<file path="src/rtl/score_pkg.sv">
// -----------------------------------------------------------------------------
// score_pkg
// Shared constants, state encoding and BCD helpers for the score accumulator.
//   DIGIT_W       : width of one BCD digit
//   BCD_MAX_DIGIT : largest legal BCD digit; also the saturation digit
//   state_e       : accumulator FSM states (IDLE, S_U units, S_T tens, S_H hundreds)
// -----------------------------------------------------------------------------
package score_pkg;

  localparam int unsigned DIGIT_W = 4;
  localparam logic [DIGIT_W-1:0] BCD_MAX_DIGIT = 4'd9;

  typedef enum logic [1:0] {
    IDLE = 2'd0,
    S_U  = 2'd1,
    S_T  = 2'd2,
    S_H  = 2'd3
  } state_e;

  // Out-of-range digits (A..F) are treated as 9 so the adder only sees legal BCD.
  function automatic logic [DIGIT_W-1:0] clamp_digit(input logic [DIGIT_W-1:0] d);
    logic [DIGIT_W-1:0] r;
    if (d > BCD_MAX_DIGIT) begin
      r = BCD_MAX_DIGIT;
    end else begin
      r = d;
    end
    return r;
  endfunction

  // Clamp both digits of a two-digit BCD amount.
  function automatic logic [2*DIGIT_W-1:0] clamp_amount(input logic [2*DIGIT_W-1:0] v);
    return {clamp_digit(v[2*DIGIT_W-1:DIGIT_W]), clamp_digit(v[DIGIT_W-1:0])};
  endfunction

endpackage

</file>
<file path="src/rtl/bcd_digit_add.sv">
// -----------------------------------------------------------------------------
// bcd_digit_add
// Combinational single-digit BCD adder: digit_o/cout_o = a_i + b_i + cin_i.
//   a_i, b_i : BCD digits (0..9)
//   cin_i    : carry in
//   digit_o  : BCD result digit
//   cout_o   : decimal carry out (sum exceeded 9)
// -----------------------------------------------------------------------------
module bcd_digit_add
  import score_pkg::*;
(
  input  logic [DIGIT_W-1:0] a_i,
  input  logic [DIGIT_W-1:0] b_i,
  input  logic               cin_i,
  output logic [DIGIT_W-1:0] digit_o,
  output logic               cout_o
);

  logic [DIGIT_W:0] sum_s;

  // Binary sum followed by decimal correction.
  always_comb begin
    sum_s   = {1'b0, a_i} + {1'b0, b_i} + {4'd0, cin_i};
    digit_o = sum_s[DIGIT_W-1:0];
    cout_o  = 1'b0;
    if (sum_s > 5'd9) begin
      // Modulo-16 subtraction gives the right digit for sums 10..19.
      digit_o = sum_s[DIGIT_W-1:0] - 4'd10;
      cout_o  = 1'b1;
    end else begin
      digit_o = sum_s[DIGIT_W-1:0];
      cout_o  = 1'b0;
    end
  end

endmodule

</file>
<file path="src/rtl/bcd_score_up.sv">
// -----------------------------------------------------------------------------
// bcd_score_up
// Three-digit BCD score accumulator, one digit per clock, saturating at 999,
// with a one-entry pending slot for requests arriving while busy.
//   clk      : system clock
//   resetN   : asynchronous active-low reset
//   loadN    : synchronous active-low clear (total, flags, slot, FSM)
//   add_req  : one-cycle request to add add_val
//   add_val  : BCD amount, [7:4] tens, [3:0] units (A..F digits clamp to 9)
//   countL/M/H : committed units/tens/hundreds digits
//   busy     : addition in progress
//   done     : one-cycle pulse per commit
//   sat      : sticky, a commit saturated at 999
//   dropped  : sticky, a request was lost because the slot was full
// -----------------------------------------------------------------------------
module bcd_score_up
  import score_pkg::*;
(
  input  logic                 clk,
  input  logic                 resetN,
  input  logic                 loadN,
  input  logic                 add_req,
  input  logic [2*DIGIT_W-1:0] add_val,
  output logic [DIGIT_W-1:0]   countL,
  output logic [DIGIT_W-1:0]   countM,
  output logic [DIGIT_W-1:0]   countH,
  output logic                 busy,
  output logic                 done,
  output logic                 sat,
  output logic                 dropped
);

  state_e                 state_q;
  logic [2*DIGIT_W-1:0]   op_q;
  logic [DIGIT_W-1:0]     wu_q, wt_q, wh_q;
  logic                   carry_q;
  logic [DIGIT_W-1:0]     cl_q, cm_q, ch_q;
  logic                   busy_q, done_q, sat_q, drop_q;
  logic                   pend_v_q;
  logic [2*DIGIT_W-1:0]   pend_q;

  logic [DIGIT_W-1:0]     add_a_s, add_b_s, add_digit_s;
  logic                   add_cin_s, add_cout_s;
  logic [DIGIT_W-1:0]     cl_d, cm_d, ch_d;
  logic                   sat_hit_d;

  // Route the digit pair for the current step into the shared adder.
  always_comb begin
    add_a_s   = 4'd0;
    add_b_s   = 4'd0;
    add_cin_s = 1'b0;
    case (state_q)
      S_U: begin
        add_a_s   = wu_q;
        add_b_s   = op_q[DIGIT_W-1:0];
        add_cin_s = 1'b0;
      end
      S_T: begin
        add_a_s   = wt_q;
        add_b_s   = op_q[2*DIGIT_W-1:DIGIT_W];
        add_cin_s = carry_q;
      end
      S_H: begin
        add_a_s   = wh_q;
        add_b_s   = 4'd0;
        add_cin_s = carry_q;
      end
      default: begin
        add_a_s   = 4'd0;
        add_b_s   = 4'd0;
        add_cin_s = 1'b0;
      end
    endcase
  end

  bcd_digit_add u_digit_add (
    .a_i     (add_a_s),
    .b_i     (add_b_s),
    .cin_i   (add_cin_s),
    .digit_o (add_digit_s),
    .cout_o  (add_cout_s)
  );

  // Commit value for the hundreds step: a carry out of hundreds means >999.
  always_comb begin
    sat_hit_d = add_cout_s;
    cl_d      = wu_q;
    cm_d      = wt_q;
    ch_d      = add_digit_s;
    if (add_cout_s) begin
      cl_d = BCD_MAX_DIGIT;
      cm_d = BCD_MAX_DIGIT;
      ch_d = BCD_MAX_DIGIT;
    end else begin
      cl_d = wu_q;
      cm_d = wt_q;
      ch_d = add_digit_s;
    end
  end

  // FSM, operand/working/committed registers, pending slot and sticky flags.
  always_ff @(posedge clk or negedge resetN) begin
    if (!resetN) begin
      state_q  <= IDLE;
      op_q     <= 8'd0;
      wu_q     <= 4'd0;
      wt_q     <= 4'd0;
      wh_q     <= 4'd0;
      carry_q  <= 1'b0;
      cl_q     <= 4'd0;
      cm_q     <= 4'd0;
      ch_q     <= 4'd0;
      busy_q   <= 1'b0;
      done_q   <= 1'b0;
      sat_q    <= 1'b0;
      drop_q   <= 1'b0;
      pend_v_q <= 1'b0;
      pend_q   <= 8'd0;
    end else if (!loadN) begin
      state_q  <= IDLE;
      op_q     <= 8'd0;
      wu_q     <= 4'd0;
      wt_q     <= 4'd0;
      wh_q     <= 4'd0;
      carry_q  <= 1'b0;
      cl_q     <= 4'd0;
      cm_q     <= 4'd0;
      ch_q     <= 4'd0;
      busy_q   <= 1'b0;
      done_q   <= 1'b0;
      sat_q    <= 1'b0;
      drop_q   <= 1'b0;
      pend_v_q <= 1'b0;
      pend_q   <= 8'd0;
    end else begin
      done_q <= 1'b0;
      case (state_q)
        IDLE: begin
          if (add_req) begin
            op_q    <= clamp_amount(add_val);
            wu_q    <= cl_q;
            wt_q    <= cm_q;
            wh_q    <= ch_q;
            carry_q <= 1'b0;
            busy_q  <= 1'b1;
            state_q <= S_U;
          end else begin
            busy_q  <= 1'b0;
            state_q <= IDLE;
          end
        end
        S_U: begin
          wu_q    <= add_digit_s;
          carry_q <= add_cout_s;
          state_q <= S_T;
        end
        S_T: begin
          wt_q    <= add_digit_s;
          carry_q <= add_cout_s;
          state_q <= S_H;
        end
        S_H: begin
          cl_q   <= cl_d;
          cm_q   <= cm_d;
          ch_q   <= ch_d;
          done_q <= 1'b1;
          if (sat_hit_d) begin
            sat_q <= 1'b1;
          end
          if (pend_v_q) begin
            // Chain straight into the buffered add; busy stays high.
            op_q     <= pend_q;
            wu_q     <= cl_d;
            wt_q     <= cm_d;
            wh_q     <= ch_d;
            carry_q  <= 1'b0;
            pend_v_q <= 1'b0;
            state_q  <= S_U;
          end else begin
            busy_q  <= 1'b0;
            state_q <= IDLE;
          end
        end
        default: begin
          busy_q  <= 1'b0;
          state_q <= IDLE;
        end
      endcase
      // Requests while busy go to the slot. The slot state seen here is the
      // pre-edge one, so a request in S_H with a full slot is dropped even
      // though the slot is being drained in the same cycle.
      if (add_req && (state_q != IDLE)) begin
        if (!pend_v_q) begin
          pend_v_q <= 1'b1;
          pend_q   <= clamp_amount(add_val);
        end else begin
          drop_q <= 1'b1;
        end
      end
    end
  end

  assign countL  = cl_q;
  assign countM  = cm_q;
  assign countH  = ch_q;
  assign busy    = busy_q;
  assign done    = done_q;
  assign sat     = sat_q;
  assign dropped = drop_q;

endmodule

</file>
<file path="config.mk">
export PLATFORM = sky130hd
export DESIGN_NAME = bcd_score_up
export DESIGN_NICKNAME = d
export VERILOG_FILES = /design/src/rtl/score_pkg.sv /design/src/rtl/bcd_digit_add.sv /design/src/rtl/bcd_score_up.sv
export SDC_FILE = /design/constraint.sdc
export NUM_CORES = 1
export LEC_CHECK = 0
export BUFFER_PORTS_ARGS = -buffer_cell sky130_fd_sc_hd__buf_4
export CORE_MARGIN = 3
export CORE_UTILIZATION = 25
export DETAILED_ROUTE_END_ITERATION = 16
export PLACE_DENSITY = 0.37
export SYNTH_ARGS = -nofsm -noshare
export SYNTH_HDL_FRONTEND = slang
export SYNTH_HIERARCHICAL = 1
export SYNTH_SLANG_ARGS = --single-unit
export TNS_END_PERCENT = 1
</file>
<file path="constraint.sdc">
create_clock -name clk -period 6.95 [get_ports clk]
set_clock_uncertainty 0.2 [all_clocks]
set_input_delay 0.3475 -clock clk [delete_from_list [all_inputs] [get_ports clk]]
set_output_delay 0.3475 -clock clk [all_outputs]
set_load 0.02 [all_outputs]
</file>
==> results.txt, run 1 <==
- The flow ran to the end, and the final reports show no timing, DRC or antenna violations.
- TritonCTS created 5 clock buffers.
* Fraction of power consumed by the clock network: 20.6%
- The H-tree was split into 2 levels.
* Leading cell type in the layout, fill and taps excluded: sky130_fd_sc_hd__dfrtp_1
- In the layout the commonest cells are sky130_fd_sc_hd__dfrtp_1 (48), sky130_fd_sc_hd__buf_4 (29), sky130_fd_sc_hd__nor2_1 (18), sky130_fd_sc_hd__a21oi_1 (18).
- In this run the tool buffered the top-level ports with 27 buffer cells.
- PwrDens: 320 nW/µm²
* Number of ports placed on the die boundary: 28
* Worst hold path type: in2reg
- The worst register-to-register path ends at wh_q[2]$_DFFE_PN0P_.
- Distinct cells, synth: 46
- Final antenna-violating net count: 0
* Combinational cell fraction of total power: 41.1%
- Synthesis-to-layout area growth: 14.7%
* Length in cells of the worst reg-to-reg path: 14
- Finish-stage setup viols: 0
- The placed instances occupy a cell area of 3030 µm².
- Summing all multi-input logic gate instances after layout gives 1400 µm².
- Number of resized instances in the post-cts repair step: 0
* Average instance area after synthesis: 10.3 µm²
* Post-synthesis sequential area ratio: 43.8%
* Top cells by area, synth: sky130_fd_sc_hd__dfrtp_1 (44%), sky130_fd_sc_hd__mux2_4 (4.4%), sky130_fd_sc_hd__ha_1 (3.7%)
- The via count of the first global-routing pass came to 2264.
- Final clock period utilization by the worst path: 66.3%
- Clock buffer depth: 2
* Total core area: 10500 µm²
- Combinational family with the most area after synthesis: compound AO/OA/AOI/OAI gates
- The share of synthesized area in the top cell type comes to 43.8%.
- Data on the critical path is required at its endpoint by 7000 ps.
* Multiplexer fraction of the synthesized cell area: 5.84%
* Number of cells produced by synthesis: 266
- CP endpoint kind: flop
* FMAX: 217 MHz
- The number of nets handed over by synthesis was 288.
* Critical path start-end classification: reg2reg
- Number of instances on the worst hold path: 2
* Antenna diode instance count: 0
- The worst register-to-register path begins at state_q[0]$_DFF_PN0_.
- Critical Path Fanout Max: 18
- Router iterations before antenna repair: 6
- Clock sink total: 48
- After detailed routing, the total wire length is 7490 µm.
- Max-cap violations in this run came to 0.
* Clock Latency Late Sink: 300 ps
* GRT Overall Usage: 12.4%
* Final instance area: 3140 µm²
- For the pin with the worst max-slew slack, the measured transition is 756 ps.
- Number of synthesized flops with an enable pin: 0
- Share of the core filled with cells: 29.9%
- Unrepaired setup endpoints after global routing: no
- Worst hold path endpoint: pend_q[6]$_DFFE_PN0P_
* Final setup TNS: 0 ps
- CTS placed an instance of sky130_fd_sc_hd__clkbuf_8 at the clock tree root.
* Simple-gate area share of the yosys netlist: 16.1%
- Fraction of power spent switching nets: 39.0%
- In this run the vertical extent of the chip is 111 µm.
* Congestion Overflow GR: 0
* Final-report max-slew violation count: 0
- Relative slew margins: 49.4%
- The floorplan step defined a die boundary enclosing 12300 µm².
- STA classifies the critical path startpoint as a flop.
* Core Rows: 37
* Number of DRC markers in iteration 0: 170
- The congestion estimate from routability-driven global placement came to 0.739.
- Filler cells: 1100
- Share of the synthesized area in compound gates (AO/OA/AOI/OAI): 23.3%
* Share of synthesized cell area in full adder, half adder and majority cells: 5.11%
- Net total in the final layout: 305
- Startpoint of the most critical hold path: add_val[6]
* Switching pwr: 0.392 mW
* DRC violation count after routing: 0
- Entering global routing, the biggest net connects 53 pins.
- Portion of total power attributed to sequential cells: 38.3%
- Yosys synthesis warning count: 6
* Placed wire-length estimate after detailed placement: 5110 µm
- Of the total synthesized cell area, the portion taken by XOR and XNOR cells is 0.639%.
* Final Hold Violating Endpoints: 0
- Clock-pin slew was measured on the worst setup and hold paths at 100 ps.
* Cell internal pwr: 0.614 mW
- Register bit total from synthesis: 48
- Register area: 1200 µm²
- The number of antenna violations at the first check in global routing is 0.
- Data on the critical path arrives at its endpoint at 4660 ps.
- Start point of the critical path: state_q[0]$_DFF_PN0_
- The post-route netlist has 19.7% of its cells at a drive strength greater than 1.
- The routed design could run at a clock period as short as 4610 ps.
* Global-route wire length before repair: 12500 µm
* Fraction of registers with async set/reset: 100%
* Average routed wire per standard cell: 17.8 µm
- TritonCTS built the clock tree.
- Leakage dissipation: 1.36 nW
* Initial core utilization: 26.1%
* Post-synthesis cell type with the largest combined area: sky130_fd_sc_hd__dfrtp_1
- The design draws 1.01 mW.
- Across all layers, the routed design uses 2154 vias.
* Total standard cell area after synthesis: 2740 µm²
* Peak supply drop: 0.000102 V
- Most common flop cell mapped by yosys: sky130_fd_sc_hd__dfrtp_1
* Via/cell ratio: 5.13
- Reg2Reg Setup Slack: 2340 ps
- Overall die width: 111 µm
==> cell type report <==
cell class                      instances  area share (%)
Timing Repair Buffer                   30            7.24
Multi-Input combinational cell        188            44.5
Clock inverter                          2            1.11
Inverter                               10            1.19
Tap cell                              136            5.41
Sequential cell                        48            38.2
Clock buffer                            6            2.31
==> worst max-delay path: stages, from the launching register on <==
cell                       delay (ps)
sky130_fd_sc_hd__dfrtp_1          390
sky130_fd_sc_hd__inv_1             70
sky130_fd_sc_hd__ha_1             430
sky130_fd_sc_hd__a222oi_1         400
sky130_fd_sc_hd__nor2_1           100
sky130_fd_sc_hd__fa_1             470
sky130_fd_sc_hd__fa_1             410
sky130_fd_sc_hd__xnor2_1          180
sky130_fd_sc_hd__ha_1             240
sky130_fd_sc_hd__a31o_1           230
sky130_fd_sc_hd__o31ai_4          530
sky130_fd_sc_hd__mux2i_1          400
sky130_fd_sc_hd__nand3b_1         130
sky130_fd_sc_hd__a21oi_1          200
sky130_fd_sc_hd__mux2_4           170
==> cells in the mapped netlist (5+ instances only) <==
cell type / number
sky130_fd_sc_hd__a21oi_1: 18
sky130_fd_sc_hd__a22o_1: 6
sky130_fd_sc_hd__a311oi_1: 8
sky130_fd_sc_hd__a31oi_1: 10
sky130_fd_sc_hd__buf_2: 5
sky130_fd_sc_hd__clkbuf_1: 10
sky130_fd_sc_hd__dfrtp_1: 48
sky130_fd_sc_hd__ha_1: 8
sky130_fd_sc_hd__inv_1: 10
sky130_fd_sc_hd__mux2_4: 8
sky130_fd_sc_hd__nand2_1: 6
sky130_fd_sc_hd__nand2b_1: 14
sky130_fd_sc_hd__nand3_1: 5
sky130_fd_sc_hd__nor2_1: 18
sky130_fd_sc_hd__nor2b_1: 14
sky130_fd_sc_hd__o21ai_0: 5
sky130_fd_sc_hd__o22ai_1: 5
==> metrics by stage <==
stage | worst slack (ps) | cells | hold WS [ps]
after floorplan | 2770 | 266 | -148
final | 2340 | 420 | 72.5
after CTS | 2330 | 420 | 55.3
after global placement | 2540 | 411 | 231
after detailed placement | 2360 | 411 | 226
after global routing | 2050 | 420 | 62.1
==> kinds of logic after synthesis <==
| logic type | Yosys count |
|---|---|
| AND/OR/NAND/NOR | 78 |
| multiplexers | 12 |
| adder cells (fa/ha/maj) | 10 |
| buffers and inverters | 30 |
| AO/OA/AOI/OAI | 86 |
| flip-flops | 48 |
| XOR/XNOR | 2 |
==> per-layer routing <==
metal  wire length, µm  part of all wire, %  track usage [%]  vias up
met2              3630                   48             20.1       57
li1                  -                    -                -     1024
met4                52                 0.69             2.96        0
met3               294                  3.9             2.29        4
met1              3510                   47             17.2     1069
met5                 0                    0                0        -
==> state kept, by name (all words and copies together), names as in the netlist, 2 cells and up <==
signal / cells
op_q: 8
wh_q: 4
wt_q: 4
countL: 4
wu_q: 4
state_q: 2
pend_q: 8
countM: 4
countH: 4
==> repair_timing <==
item                                    in CTS  in global routing
endpoints found under the setup margin       0                  0
setup buffers                                0                  0
hold endpoints to repair                    48                  0
hold buffers                                 1                  0
==> power groups by stage <==
stage          sequential, mW  clock (mW)  combinational [mW]
6_report                0.385       0.208               0.413
5_1_grt                 0.395       0.228               0.460
4_1_cts                 0.386       0.217               0.417
3_5_place_dp            0.391           0               0.415
3_3_place_gp            0.394           0               0.418
2_1_floorplan           0.379           0               0.323
==> how the worst max path moves through the flow <==
stage,to,slack [ps],cells past startpoint
final,wh_q[2]$_DFFE_PN0P_,2340,14
after global routing,wh_q[2]$_DFFE_PN0P_,2050,14
after CTS,wh_q[2]$_DFFE_PN0P_,2330,14
after detailed placement,wh_q[2]$_DFFE_PN0P_,2360,14
after global placement,wh_q[2]$_DFFE_PN0P_,2540,14
after floorplan,wh_q[2]$_DFFE_PN0P_,2770,16
Power figures use the tool's default switching activity.
==> run 2: changes to the inputs <==
--- a/config.mk
+++ b/config.mk
@@ -9,7 +9,7 @@
 export CORE_MARGIN = 3
 export CORE_UTILIZATION = 25
 export DETAILED_ROUTE_END_ITERATION = 16
-export PLACE_DENSITY = 0.37
+export PLACE_DENSITY = 0.39
 export SYNTH_ARGS = -nofsm -noshare
 export SYNTH_HDL_FRONTEND = slang
 export SYNTH_HIERARCHICAL = 1
==> constraint.sdc (replaced) <==
create_clock -name clk -period 3.8 [get_ports clk]
set_clock_uncertainty 0.2 [all_clocks]
set_input_delay 0.19 -clock clk [delete_from_list [all_inputs] [get_ports clk]]
set_output_delay 0.19 -clock clk [all_outputs]
set_load 0.02 [all_outputs]
==> run 2 against run 1 <==
Against the previous run:
- the flow now finishes with violations (negative setup slack)
- routed wire length increased by 2.0%
- sequential share of layout area decreased by 3.1 points
- setup slack got worse by 2300 ps
- flip-flop and latch count unchanged
- die area unchanged
- largest power group unchanged
- highest routed layer unchanged
- total power increased by 88%
==> results.txt, run 2 (synthesis gave the netlist of run 1 again) <==
- Final Hold Violating Endpoints: 0 (unchanged)
- The final core area utilization is 32.5% (+2.6 points).
- The sequential standard cell area is 1200 µm² (unchanged).
- PwrDens: 552 nW/µm² (+73%)
- Type of origin of the critical path: flop
* Vertical extent of the die: 111 µm (unchanged)
* FMAX: 263 MHz (+21%)
- Average routed wire per standard cell: 17.2 µm (-3.8%)
* Final setup TNS: -4.00 ps (-4.00 ps)
* Tmin final: 3800 ps (-804 ps)
- Maximum number of pins on one net before global-route repair: 49 (-7.5%)
- CP most frequent cell: sky130_fd_sc_hd__fa_2
- The wire length of the first global-routing pass came to 12800 µm (+2.0%).
* Reg2Reg Setup Slack: -4 ps (-2350 ps)
- Finish-stage setup viols: 1 (+1)
- Worst path arrival time: 3850 ps (-810 ps)
* Number of placed instances with taps included: 426 (+3.6%)
- Initial core utilization: 26.1% (unchanged)
- The floorplan die area came to 12300 µm² (unchanged).
* Clock Tree Root: sky130_fd_sc_hd__clkbuf_8
- The number of iterations in the first detailed-routing pass came to 4 (-2).
* Max-cap violations: 0 (unchanged)
* Number of DRC markers in iteration 0: 82 (-52%)
- The min-delay analysis places its worst path in the category in2async.
- Leading cell type in the layout, fill and taps excluded: sky130_fd_sc_hd__dfrtp_1
* Congestion Overflow GR: 0 (unchanged)
* Critical-path top delay cell: sky130_fd_sc_hd__dfrtp_1
- TritonCTS Buffers: 5 (unchanged)
- The highest net fanout along the worst path came to 4 (-14).
- Start point of the critical path: state_q[0]$_DFF_PN0_
* Family with the most delay on the worst path: adder cells
- Post-CTS setup buffer count: 0 (unchanged)
- The fraction of final layout cells sized beyond drive strength 1 was 27.2% (+7.5 points).
* GRT Overall Usage: 12.9% (+0.50 points)
- Final clock period utilization by the worst path: 100% (+34 points)
- Clock sink total: 48 (unchanged)
* Clock slew seen by the registers of the worst setup and hold paths: 90 ps (about the same)
- Run status: complete, but fails checks
* Critical path cell sequence: inv_1 -> ha_2 -> a222oi_1 -> nor2_1 -> fa_2 -> fa_2 -> xnor2_4 -> ha_4 -> a31o_4 -> o31ai_4 -> mux2i_2 -> nand3b_1 -> a21oi_2 -> mux2_4
* Antenna diode instance count: 0 (unchanged)
- DRC violation count after routing: 0 (unchanged)
- Total via count after detailed routing: 2232 (+3.6%)
- Net total in the final layout: 330 (+8.2%)
- The remaining antenna violation count after routing was 0 (unchanged).
- Number of ports placed on the die boundary: 28 (unchanged)
- The required arrival time at the worst endpoint is 3850 ps (-3150 ps).
- The average vias per placed instance came to 5.02 (-2.2%).
* Post-route worst setup slack: -4.00 ps (-2350 ps)
- Unrepaired setup endpoints after global routing: yes
* Final WL: 7640 µm (+2.0%)
* Antenna violations before repair: 0 (unchanged)
- The count of buffers inserted at the top-level ports is 27 (unchanged).
* Placed wire-length estimate after detailed placement: 5420 µm (+6.1%)
- The largest registers in the layout are op_q x8, pend_q x8.
* Area of combinational cells with multiple inputs: 1480 µm² (+5.5%)
- TritonCTS built the clock tree.
* Number of global-route vias before repair: 2412 (+6.5%)
* Post-route non-filler standard cell count: 445 (+6.0%)
- Critical path start-end classification: reg2reg
* Clock buffer depth: 2 (unchanged)
- The worst setup path is captured at a flop.
- The worst max-slew margin expressed relative to the limit came to 43.3% (-6.1 points).
* H-tree depth: 2 (unchanged)
- Clock Latency Late Sink: 310 ps (about the same)
- The total design power was 1.89 mW (+88%).
- The endpoint identified for the worst register-to-register timing path is wh_q[2]$_DFFE_PN0P_.
- The leakage power summed over all cells is 1.47 nW (+8.2%).
* Peak supply drop: 0.000199 V (+96%)
- Largest incremental delay on the critical path: 400 ps (-130 ps)
- The worst register-to-register path begins at state_q[0]$_DFF_PN0_.
- In the layout the commonest cells are sky130_fd_sc_hd__dfrtp_1 (48), sky130_fd_sc_hd__buf_4 (43), sky130_fd_sc_hd__nor2_1 (18).
- The pin slew with the least headroom to its limit was 847 ps (+91.1 ps).
- The final reports fail on negative setup slack.
- Final-report max-slew violation count: 0 (unchanged)
* Length in cells of the worst reg-to-reg path: 14 (unchanged)
* Filler cells: 1062 (-3.5%)
* Core Rows: 37 (unchanged)
- Worst path buffer plus inverter count: 1 (unchanged)
* Total core area: 10500 µm² (unchanged)
- The placer congestion estimate came to 0.734 (-0.58%).
* Overall die width: 111 µm (unchanged)
* Synthesis-to-layout area growth: 24.8%
## run 2: changes by cell type in the layout (fill, tap and decap cells not counted), sizes merged
cell / change
buf: +15
dlygate4sd3: +10
bufinv: -1
clkbuf: +2
clkinv: -1
## run 2: metal layers
metal	GRT usage, %	share of wire, %
met4	4.02	1.5
met1	16.5	47
met5	0	0
met3	2.57	3.2
met2	22.1	48
## run 2: power breakdown
group / leakage [nW] / switching (mW) / internal (mW) / total (mW)
Clock: 0.0455 / 0.180 / 0.149 / 0.329
Sequential: 0.654 / 0.0990 / 0.612 / 0.712
Combinational: 0.771 / 0.456 / 0.391 / 0.848
## run 2: worst max-delay path by stage
| stage | end | slack [ps] | depth (start not counted) |
|---|---|---|---|
| finish | wh_q[2]$_DFFE_PN0P_ | -4 | 14 |
| global route | wh_q[2]$_DFFE_PN0P_ | -190 | 14 |
| CTS | wh_q[2]$_DFFE_PN0P_ | -50 | 14 |
| detailed placement | wh_q[2]$_DFFE_PN0P_ | -70 | 14 |
| global placement | wh_q[2]$_DFFE_PN0P_ | -10 | 15 |
| floorplan | wh_q[2]$_DFFE_PN0P_ | -80 | 16 |
## run 2: final cells by class
cell class                      instances  share of cell area, %
Clock buffer                            8                   2.63
Inverter                               10                   1.10
Multi-Input combinational cell        188                   43.2
Tap cell                              136                   4.98
Sequential cell                        48                   35.1
Timing Repair Buffer                   55                   13.0
## run 2: worst reg2reg max path, stage by stage, from the launching register on
cell	delay, ps
sky130_fd_sc_hd__dfrtp_1	400
sky130_fd_sc_hd__inv_1	80
sky130_fd_sc_hd__ha_2	190
sky130_fd_sc_hd__a222oi_1	310
sky130_fd_sc_hd__nor2_1	110
sky130_fd_sc_hd__fa_2	370
sky130_fd_sc_hd__fa_2	410
sky130_fd_sc_hd__xnor2_4	170
sky130_fd_sc_hd__ha_4	190
sky130_fd_sc_hd__a31o_4	220
sky130_fd_sc_hd__o31ai_4	280
sky130_fd_sc_hd__mux2i_2	370
sky130_fd_sc_hd__nand3b_1	140
sky130_fd_sc_hd__a21oi_2	150
sky130_fd_sc_hd__mux2_4	150
## run 2: what timing repair did
action                     in CTS  in global routing
gates resized for setup         3                  4
pin swaps                       3                  4
hold endpoints to repair       58                  0
hold buffers                   11                  0
setup endpoints to repair       5                 13
## run 2: metrics by stage
| stage | cell area, µm² | hold WS [ps] | setup slack, ps |
|---|---|---|---|
| 6_report | 3420 | 243 | -4.00 |
| 5_1_grt | 3420 | 305 | -194 |
| 4_1_cts | 3400 | 268 | -52.1 |
| 3_5_place_dp | 3190 | 76.2 | -73.0 |
| 3_3_place_gp | 3190 | 71.9 | -12.8 |
| 2_1_floorplan | 2820 | -306 | -78.3 |
==> run 3: changes to the inputs <==
--- a/config.mk
+++ b/config.mk
@@ -10,8 +10,8 @@
 export CORE_UTILIZATION = 25
 export DETAILED_ROUTE_END_ITERATION = 16
 export PLACE_DENSITY = 0.39
+export SKIP_CTS_REPAIR_TIMING = 1
 export SYNTH_ARGS = -nofsm -noshare
 export SYNTH_HDL_FRONTEND = slang
-export SYNTH_HIERARCHICAL = 1
 export SYNTH_SLANG_ARGS = --single-unit
 export TNS_END_PERCENT = 1
==> run 3 against run 2 <==
Against the previous run:
- the run ends with negative hold slack left
- largest power group unchanged
- total power shrank 13%
- first-iteration DRC count grew 23%
- die area down 0.39%
- non-clock buffer count rose by 3
- synthesized cell count increased by 14%
- critical endpoint is now wt_q[1]$_DFFE_PN0P_
- final cell count is 9.7% higher
- worst hold slack got worse by 270 ps
- core utilization rose by 0.72 points
- clock power is 19% higher
- highest routed layer unchanged
- via count increased by 9.3%
- fmax up 3.5%
- sequential share of layout area fell by 0.57 points
==> results.txt, run 3 <==
- Run status: complete, but fails checks
* Leading cell type in the layout, fill and taps excluded: sky130_fd_sc_hd__buf_4
- The overall routed net length is 8260 µm (+8.1%).
- The total number of H-tree levels is 2 (unchanged).
- The worst hold margin was -26.8 ps (-270 ps).
- The cell count after synthesis was 304 (+14%).
- Leaving out fill and tap cells, the most frequent cells in the layout are sky130_fd_sc_hd__buf_4 (50), sky130_fd_sc_hd__dfrtp_1 (47), sky130_fd_sc_hd__nand2_1 (40).
- The starting density of the core is 26.1% (about the same).
- The post-synthesis register bit count was 48 (unchanged).
* Fraction of registers with async set/reset: 100% (unchanged)
* Clock slew seen by the registers of the worst setup and hold paths: 100 ps (about the same)
- Most common flop cell mapped by yosys: sky130_fd_sc_hd__dfrtp_1
- The antenna cell count was 0 (unchanged).
- The startpoint identified for the worst register-to-register timing path is state_q[0]$_DFF_PN0_.
- Number of instances on the worst hold path: 3
- The checks that failed: negative hold slack.
- CP endpoint kind: flop
- The count of nets after finishing is 375 (+14%).
* Critical path cell sequence: inv_2 -> ha_1 -> a222oi_1 -> or2_2 -> fa_2 -> fa_2 -> xor2_2 -> ha_4 -> a21oi_2 -> a311o_1 -> inv_2 -> ha_2 -> o21ai_0 -> a32o_1
- The worst setup path is launched from a flop.
- Worst path arrival time: 3690 ps (-160 ps)
- The average vias per placed instance was 5.00 (-0.35%).
- The setup path with the least slack is of type reg2reg.
- In the post-synthesis netlist, the cell with the most instances is sky130_fd_sc_hd__dfrtp_1.
- The count of unresolved DRC violations after routing is 0 (unchanged).
- Vertical extent of the die: 110 µm (-0.19%)
* Final Hold Violating Endpoints: 1 (+1)
* Data required time of the critical path: 3820 ps (-30 ps)
* Final antenna-violating net count: 0 (unchanged)
- Relative slew margins: 56.0% (+13 points)
- The cell total after placement came to 472 (+11%).
- Unrepaired setup endpoints after global routing: yes
- Placed wire-length estimate after detailed placement: 5990 µm (+10%)
- Reg2Reg Setup Slack: 130 ps (+130 ps)
* Fraction of final layout cells with drive strength greater than 1: 23.0% (-4.2 points)
- Total via count after detailed routing: 2439 (+9.3%)
- The placer congestion estimate is 0.807 (+9.9%).
- Distinct cells, synth: 47 (+2.2%)
- The number of iterations in the first detailed-routing pass is 4 (unchanged).
- The number of sinks driven by the clock tree was 48 (unchanged).
- The count of buffers inserted at the top-level ports is 27 (unchanged).
- GRT Overall Usage: 13.9% (+0.95 points)
- TritonCTS built the clock tree.
- The upper clock frequency limit is 272 MHz (+3.5%).
- Post-synth net total: 328 (+14%)
* Antenna violations before repair: 0 (unchanged)
- The share of the synthesized area in the top cell type came to 44.0% (+0.18 points).
- The wire length per cell came to 16.9 µm (-1.4%).
* Filler cells: 1132 (+6.6%)
- Global-route wire length before repair: 13700 µm (+6.9%)
- The total setup violations reported at the end of the flow is 0 (-1).
* Top cell types by occurrence after synthesis: sky130_fd_sc_hd__dfrtp_1 (48), sky130_fd_sc_hd__nand2_1 (40), sky130_fd_sc_hd__o21ai_0 (29)
* Final-report max-slew violation count: 0 (unchanged)
- Tmin final: 3670 ps (-129 ps)
* PwrDens: 471 nW/µm² (-15%)
- Length in cells of the worst reg-to-reg path: 14 (unchanged)
- Largest incremental delay on the critical path: 470 ps (+70 ps)
* Peak supply drop: 0.000220 V (+10%)
- The leakage power summed over all cells was 1.57 nW (+6.8%).
- Top cells by area, synth: sky130_fd_sc_hd__dfrtp_1 (44%), sky130_fd_sc_hd__nand2_1 (5.5%), sky130_fd_sc_hd__o21ai_0 (5.3%)
- In this run the clock root is driven by a sky130_fd_sc_hd__clkbuf_8.
* Total standard cell area after synthesis: 2730 µm² (-0.41%)
- Average instance area after synthesis: 8.98 µm² (-13%)
- Clock buffer depth: 2 (unchanged)
- The number of rows created at floorplan is 37 (unchanged).
- Share of the core filled with cells: 33.3% (+0.72 points)
* TritonCTS Buffers: 5 (unchanged)
* Worst hold path endpoint: pend_q[4]$_DFFE_PN0P_
* Number of global-route vias before repair: 2464 (+2.2%)
- Congestion Overflow GR: 0 (unchanged)
* Slew @ Worst Pin: 657 ps (-190 ps)
- The number of violations of the max-capacitance limit was 0 (unchanged).
* Post-synthesis sequential area ratio: 44.0% (+0.18 points)
- Number of synthesized flops with an enable pin: 0 (unchanged)
- Startpoint of the most critical hold path: add_val[4]
* R2R Path End: wt_q[1]$_DFFE_PN0P_
* Clock Latency Late Sink: 320 ps (about the same)
- Post-synthesis cell type with the largest combined area: sky130_fd_sc_hd__dfrtp_1
- Critical-path top delay cell: sky130_fd_sc_hd__dfrtp_2
- The core outline area is 10500 µm² (-0.44%).
* Maximum number of pins on one net before global-route repair: 49 (unchanged)
- The tightest min-delay check is of the in2reg type.
- Biggest regs: op_q x8, pend_q x8
- Critical Path Fanout Max: 6 (+2)
- The non-filler instance count after layout is 488 (+9.7%).
* Number of ports placed on the die boundary: 28 (unchanged)
* Total Die Area: 12200 µm² (-0.39%)
- Post-route total power: 1.64 mW (-13%)
- Synthesis-to-layout area growth: 27.5%
* Final clock period utilization by the worst path: 96.7% (-3.4 points)
- Overall die width: 110 µm (-0.19%)
- Yosys synthesis warning count: 0 (-6)
- The starting DRC count in detailed routing was 101 (+23%).
-- run 3: cell count changes after synthesis, sizes merged, moves of 5 or more --
| cell | before | now |
|---|---|---|
| o21ai | 5 | 30 |
| nand3 | 5 | 17 |
| nor2 | 18 | 24 |
| clkbuf | 10 | 16 |
| nand2 | 6 | 40 |
| o31ai | 5 | 0 |
| buf | 10 | 2 |
| a311oi | 8 | 0 |
| nand2b | 14 | 2 |
| a31oi | 10 | 4 |
| a22o | 6 | 12 |
-- run 3: cells by family after synthesis --
logic type,Yosys count,share of synthesized area [%]
AO/OA/AOI/OAI,92,22.7
XOR/XNOR,1,0.321
adder cells (fa/ha/maj),12,6.05
buffers and inverters,30,4.17
flip-flops,48,44.0
multiplexers,7,2.80
AND/OR/NAND/NOR,114,20.0
-- run 3: how the worst max path moves through the flow --
stage,start,endpoint,slack (ps)
floorplan,state_q[1]$_DFF_PN0_,wh_q[2]$_DFFE_PN0P_,40
global placement,state_q[0]$_DFF_PN0_,wh_q[2]$_DFFE_PN0P_,90
detailed placement,state_q[0]$_DFF_PN0_,wu_q[2]$_DFFE_PN0P_,40
CTS,state_q[0]$_DFF_PN0_,wu_q[2]$_DFFE_PN0P_,-8
global route,state_q[0]$_DFF_PN0_,wt_q[2]$_DFFE_PN0P_,-30
finish,state_q[0]$_DFF_PN0_,wt_q[1]$_DFFE_PN0P_,130
-- run 3: critical path, delay by kind of cell (launching register included) --
kind	cells	cell delay [ps]
xor gates and xnor gates	1	180
AOI/OAI and AO/OA	5	780
and+or+nand+nor	1	300
DFF	1	470
adders and majority gates	5	1490
buffers and inverters	2	170
-- run 3: report_power, final --
part	internal, mW	total (mW)	switching, mW
Combinational	0.233	0.625	0.391
Sequential	0.573	0.622	0.0488
Clock	0.195	0.392	0.197
Total	1.00	1.64	0.637
-- run 3: through the flow --
step	cell area (µm²)	setup slack, ps	hold slack [ps]	setup TNS, ps
after floorplan	2780	39.5	-306	0
after global placement	3240	85.5	71.8	0
after detailed placement	3240	35.6	76.3	0
after CTS	3360	-7.89	-278	-7.89
after global routing	3480	-28.2	19.0	-64.2
final	3480	125	-26.8	0
-- run 3: layer usage --
metal,vias up,GRT usage [%],part of all wire [%]
met5,-,0,0
met4,0,3.28,1.1
met2,43,21.4,47
li1,1187,-,-
met3,6,2.25,3.6
met1,1203,20.3,49
-- run 3: final cells by class --
class                   instances  area, µm²  share of cell area (%)
multi-input cells             226       1500                    43.0
flip-flops and latches         48       1200                    34.6
repair buffers                 58        455                    13.1
well taps                     136        170                    4.89
clock buffers                   5       68.8                    1.98
inverters                      12       45.0                    1.29
clock inverters                 3       42.5                    1.22
